[src/rtl/oam_dma_arbiter.sv]
// OAM write-port arbiter: CPU single-halfword writes vs. a 128-halfword DMA burst from source RAM.
// Optional `OAM_DMA_IRQ_EN adds a sticky dma_irq with dma_irq_ack.
module oam_dma_arbiter #(
  parameter int OAM_WORDS  = 128,
  parameter int ADDR_W     = 7,
  parameter int DATA_W     = 16,
  parameter int SRC_ADDR_W = 16
) (
  input  logic                  clk,
  input  logic                  reset,
  input  logic                  cpu_write_enable,
  input  logic [ADDR_W-1:0]     cpu_write_addr,
  input  logic [DATA_W-1:0]     cpu_write_data,
  output logic                  cpu_write_ready,
  input  logic                  dma_start,
  input  logic [SRC_ADDR_W-1:0] dma_src_base,
  output logic                  src_read_en,
  output logic [SRC_ADDR_W-1:0] src_read_addr,
  input  logic [DATA_W-1:0]     src_read_data,
  output logic                  oam_write_enable,
  output logic [ADDR_W-1:0]     oam_write_addr,
  output logic [DATA_W-1:0]     oam_write_data,
  output logic                  dma_busy,
`ifdef OAM_DMA_IRQ_EN
  output logic                  dma_irq,
  input  logic                  dma_irq_ack,
`endif
  output logic                  dma_done
);

  typedef enum logic [1:0] {IDLE, PRIME, RUN} state_t;

  localparam logic [ADDR_W-1:0] LAST = ADDR_W'(OAM_WORDS - 1);

  state_t                state;
  logic [ADDR_W-1:0]     count;
  logic [SRC_ADDR_W-1:0] src_addr;
  logic                  cpu_wr_q;
  logic [ADDR_W-1:0]     cpu_addr_q;
  logic [DATA_W-1:0]     cpu_data_q;
  logic                  cpu_accept;
  logic                  run_last;

  assign cpu_accept = cpu_write_enable && (state == IDLE);
  assign run_last   = (state == RUN) && (count == LAST);

  // src_addr always points at the read being issued this cycle; it wraps modulo 2^SRC_ADDR_W.
  always_ff @(posedge clk or posedge reset) begin
    if (reset) begin
      state      <= IDLE;
      count      <= '0;
      src_addr   <= '0;
      cpu_wr_q   <= 1'b0;
      cpu_addr_q <= '0;
      cpu_data_q <= '0;
    end else begin
      cpu_wr_q <= cpu_accept;
      if (cpu_accept) begin
        cpu_addr_q <= cpu_write_addr;
        cpu_data_q <= cpu_write_data;
      end
      unique case (state)
        IDLE: if (dma_start) begin
          state    <= PRIME;
          src_addr <= dma_src_base;
          count    <= '0;
        end
        PRIME: begin
          state    <= RUN;
          src_addr <= src_addr + SRC_ADDR_W'(1);
        end
        RUN: begin
          src_addr <= src_addr + SRC_ADDR_W'(1);
          count    <= count + ADDR_W'(1);
          if (count == LAST) state <= IDLE;
        end
        default: state <= IDLE;
      endcase
    end
  end

`ifdef OAM_DMA_IRQ_EN
  // Set beats ack when both land in the same cycle.
  always_ff @(posedge clk or posedge reset) begin
    if (reset)             dma_irq <= 1'b0;
    else if (run_last)     dma_irq <= 1'b1;
    else if (dma_irq_ack)  dma_irq <= 1'b0;
  end
`endif

  assign cpu_write_ready = (state == IDLE);
  assign dma_busy        = (state != IDLE);
  assign dma_done        = run_last;
  assign src_read_en     = (state == PRIME) || ((state == RUN) && (count != LAST));
  assign src_read_addr   = src_addr;

  // A CPU write can only land in IDLE or PRIME, so it never collides with a RUN write.
  assign oam_write_enable = cpu_wr_q || (state == RUN);
  assign oam_write_addr   = (state == RUN) ? count : cpu_addr_q;
  assign oam_write_data   = (state == RUN) ? src_read_data : cpu_data_q;

endmodule

[config.mk]
export PLATFORM = sky130hd
export DESIGN_NAME = oam_dma_arbiter
export DESIGN_NICKNAME = d
export VERILOG_FILES = /design/src/rtl/oam_dma_arbiter.sv
export SDC_FILE = /design/constraint.sdc
export NUM_CORES = 1
export LEC_CHECK = 0
export BUFFER_PORTS_ARGS = -buffer_cell sky130_fd_sc_hd__buf_2
export CORE_MARGIN = 2
export CORE_UTILIZATION = 50
export DETAILED_ROUTE_END_ITERATION = 8
export GPL_TIMING_DRIVEN = 0
export PLACE_DENSITY = 0.91
export SETUP_SLACK_MARGIN = 0.02
export SLEW_MARGIN = 5
export SYNTH_ARGS = -nofsm -noshare
export SYNTH_HDL_FRONTEND = slang
export SYNTH_SLANG_ARGS = --single-unit
[constraint.sdc]
create_clock -name clk -period 5 [get_ports clk]
set_input_delay 0 -clock clk [delete_from_list [all_inputs] [get_ports clk]]
set_output_delay 0 -clock clk [all_outputs]
set_load 0.02 [all_outputs]
---- Yosys cells after proc, flatten, opt, wreduce, memory -nomap -nowiden ----
Cells that the tools add are included.
storage, ports and cells
  bits in registers ....................... 49
  output and inout bits ................... 44
cells by class
  add/sub/neg operators ................... 2
  eq/ne operators ......................... 6
  mux-type cells .......................... 9
  reductions and logical operators ........ 13
operators with widths
  operator               number
  $mux 16                2
  $pmux 16 s2            1
  $add 16x1->16 const B  1
  $mux 7                 2
  $pmux 7 s2             1
  $add 7x1->7 const B    1
  $eq 7x7->1 const B     1
  $ne 7x7->1 const B     1
  $pmux 2 s3             1
  $reduce_and 2->1       3
  $reduce_bool 2->1      3
  $mux 2                 2
  $logic_and 1x1->1      3
  $eq 2x1->1 const B     1
  $eq 2x2->1 const B     1
  $logic_not 2->1        1
  $logic_or 1x1->1       2
  $ne 2x1->1 const B     1
  $ne 2x2->1 const B     1
  $reduce_or 2->1        1

---- Logic depth before layout (Yosys ltp) ----
  depth after elaboration ................. 4
  gate-level depth with buffers ........... 8

---- Worst setup path before layout ----
No wires, ideal clock.
  path type ............................... reg2reg
  start point ............................. register state[0]
  end point ............................... register src_addr[11] (netlist: src_read_addr[11])
  library setup time ...................... 0.137 ns
  arrival time ............................ 1.710 ns
  path slack .............................. 3.153 ns
  stages on the path, launching flop included .. 7
  clock period less this slack ............ 1.847 ns
  cell sequence ........................... dfrtp_1 inv_1 ha_1 mux2i_1 buf_2 a21oi_1 a2bb2oi_1
on the way
  elaborated cells on any way between the ends .. 8
  those cells by class .................... 3 x eq/ne; 1 x mux; 4 x reduce/logical
RTL lines
  item                                                              RTL line  text
  start, declared                                                   35        state_t state;
  start signal, assigned                                            50        state <= IDLE;
  start signal, assigned                                            64        state <= PRIME;
  start signal, assigned                                            69        state <= RUN;
  $logic_not 2->1 *                                                 --
  via cpu_write_ready                                               14        output logic cpu_write_ready,
  $ne 2x1->1 (no source line) or $reduce_bool 2->1 (tied branches)  --
  $reduce_and 2->1 (no source line)                                 --
  end signal, assigned                                              65        src_addr <= dma_src_base;
  end signal, assigned                                              70        src_addr <= src_addr + SRC_ADDR_W'(1);
  end signal, assigned                                              73        src_addr <= src_addr + SRC_ADDR_W'(1);
  end, declared                                                     37        logic [SRC_ADDR_W-1:0] src_addr;
The timed path passes the listed nets; every way through them passes the cells marked *.
A chain may end at the register's enable or synchronous reset.

---- Worst setup path after layout ----
  start point ............................. register state[0]
  end point ............................... output oam_write_addr[4]
on the way
  cells in the longest elaborated chain, start to end .. 2
ends and longest elaborated chain
  item           RTL line  text
  $eq 2x2->1     99        assign oam_write_addr = (state == RUN) ? count : cpu_addr_q;
  $mux 7         99
  end, declared  21        output logic [ADDR_W-1:0] oam_write_addr,
No other way between the ends.

==> out/metrics.cfg <==
[clock_tree]
cts_tree=done
numCtsBuffers=5
path_clk_slew_ps=80
cts-root-buf=clkbuf_8
clock-sinks=49
post_cts_resized=0
cts.path.max_buffers=2
clk_latency_ps=290
htreeDepth=2

[sta]
slew_viol_final=0
grt_setup_unrepaired=false
worstMarginPinSlew_ps=625
period_share=0.438
post-route-min-period_ps=2190
hold_ws_ps=9.33
timing.setup.tns_ps=0
clock_skew_ps=8.92
setup_ws_ps=2810
timing.fmax_mhz=456
maxSlewHeadroom=0.572
setup_violations=0
finalHoldViolCount=0

[yosys]
ys_seq_area_frac=0.449
async_reset_ff_frac=1.00
yosys.area_share.adder=0.0229
yosys_most_used_dff=dfrtp_1
synth.top_cell.area_share=0.449
synthesis.area_um2=2730
synthSimpleGateAreaFrac=0.134
syn_area_per_cell_um2=10.2
synth_seq_cells=49
yosysWarnings=0
synth_area_leader_cell=dfrtp_1
synthXorXnorAreaFrac=0.00320
synth_compound_area_frac=0.146
synth_edf_count=0
syn_nets=331
muxShareOfSynthArea=0.207
synth_cell_types=43
ys_top_cells_by_area=dfrtp_1 45%, mux2_2 19%, a21oi_1 4.0%
synth_top_family_by_area=multiplexers
synthCells=267

[detailed_routing]
via_per_inst=5.73
num_vias=2691
drt_iter0_markers=249
wirelength_mm=7.63
wire_per_inst_um=16.2
ant_nets=0
post-route-drc-count=0
drt_first_pass_iters=5

[worst_hold_path]
hold_class=in -> reg
min-delay-start=dma_src_base[1]

[placement]
dp_slack_ps=2900
port_buffers=101
gp_congestion=0.852
dp.final_hpwl_mm=5.19

[global_route]
grt_use_total=0.260
grt_max_degree=26
overflow=0
grt_pass1_wl_mm=12.7
antenna_found_initial=0
grt_pass1_vias=2674

[setup_path]
slowest_stage=clkbuf_1
startpoint=state[0]$_DFFE_PP0P_
crit-reg2reg-launch=state[0]$_DFFE_PP0P_
timing.critical_path.mode_cell=buf_2
criticalPathCategory=reg -> out
critPathMaxFanout=10
critPathMaxStageDelay_ps=470
crit_chain=inv_1, ha_1, buf_2, clkbuf_1, mux2_2, buf_2
cp-end-kind=output port
critPathLaunchType=register
critPathArrivalTime_ps=2190
worstPathRequired_ps=5000
ff2ff_setup_slack_ps=2840

[status]
outcome=finished clean

[die]
fp.dieW_um=77.9
dieHeight_um=77.9
rows=26
core_um2=5200
start_util=0.525
ios=103
dieArea_um2=6080

[finish]
drive_gt1_frac=0.425
antennaDiodeCount=0
layout.nets=464
area_growth_pct=34.5
fin_util=0.706
final_common_cell=buf_2
final_cell_mix=108 x buf_2, 49 x dfrtp_1, 45 x mux2_2

[pwr]
p_per_area_nw_per_um2=191
p_leak_nw=1.84
worst_ir_drop_vdd_mv=0.170

[job]
drv_cap=0

==> cells by family after synthesis <==
kind of cell / count (synthesis)
and+or+nand+nor: 72
AOI/OAI and AO/OA: 63
muxes: 51
DFF: 49
buffers and inverters: 26
adders and majority gates: 5
xor gates and xnor gates: 1
==> worst max-delay path: cells and delay by family, from the launching register on <==
family     cells  cell delay [ps]
flops          1              400
mux            1              420
buf+inv        4              930
fa+ha+maj      1              140
==> cell usage after synthesis, types with 2 or more instances <==
cell type  instances
nor3_1             2
or3_1              3
nor2_1            17
o32ai_1            2
and3_2             2
ha_1               5
clkbuf_1           9
nand4_1            2
nand2b_1           3
a31oi_1            3
nand3_1            9
mux2_2            45
nand2_1           21
mux2i_1            6
o22ai_1            5
o22a_1             4
and4_1             3
inv_1             10
a21oi_1           22
dfrtp_1           49
a211oi_1           2
a2bb2oi_1          3
or2_2              2
nor3b_1            2
buf_2              7
o21ai_0           12
==> routing by layer <==
layer / vias to the layer above / routed length, um / global-route usage
li1: 1237 / - / -
met1: 1290 / 3040 / 0.329
met2: 144 / 3950 / 0.451
met3: 20 / 481 / 0.0523
met4: 0 / 166 / 0.0719
met5: - / 0 / 0
==> power by group <==
part           switching (mW)  internal (mW)  leakage, nW
sequential                  0          0.396        0.630
clock                   0.126          0.110       0.0433
combinational          0.0318         0.0392         1.16
total                   0.158          0.545         1.84
==> path summary, 6_finish.rpt <==
kind | to | cells after the start
setup reg to reg | src_read_addr[7]$_DFFE_PP0P_ | 7
setup / recovery | oam_write_addr[4] | 6
hold / removal | src_read_addr[1]$_DFFE_PP0P_ | 3
min in group asynchronous | count[2]$_DFFE_PP0P_ | 3
max in group asynchronous | cpu_data_q[3]$_DFFE_PP0P_ | 4
hold reg to reg | cpu_data_q[11]$_DFFE_PP0P_ | 1
==> what timing repair did <==
| item | in CTS | in global routing |
|---|---|---|
| hold buffers | 24 | 0 |
| setup buffers | 0 | 0 |
| endpoints found under the hold margin | 47 | 0 |
==> cell type report <==
type | count | area (um2)
Inverter | 10 | 37.5
Multi-Input combinational cell | 192 | 1400
Fill cell | 399 | 1530
Clock buffer | 6 | 82.6
Tap cell | 70 | 87.6
Sequential cell | 49 | 1230
Clock inverter | 1 | 7.51
Timing Repair Buffer | 126 | 766
Buffer | 16 | 68.8
==> through the flow <==
| stage | total power [mW] | cell area (um2) | std cells |
|---|---|---|---|
| 2_1_floorplan | 0.427 | 2730 | 267 |
| 3_3_place_gp | 0.456 | 3330 | 438 |
| 3_5_place_dp | 0.460 | 3350 | 439 |
| 4_1_cts | 0.707 | 3680 | 470 |
| 5_1_grt | 0.731 | 3680 | 470 |
| 6_report | 0.703 | 3680 | 470 |
==> state kept, by name, indices dropped and copies added, names as in the netlist <==
signal,flops
state,2
cpu_data_q,16
cpu_addr_q,7
cpu_wr_q,1
count,7
src_read_addr,16
(Power assumes the default switching activity.)
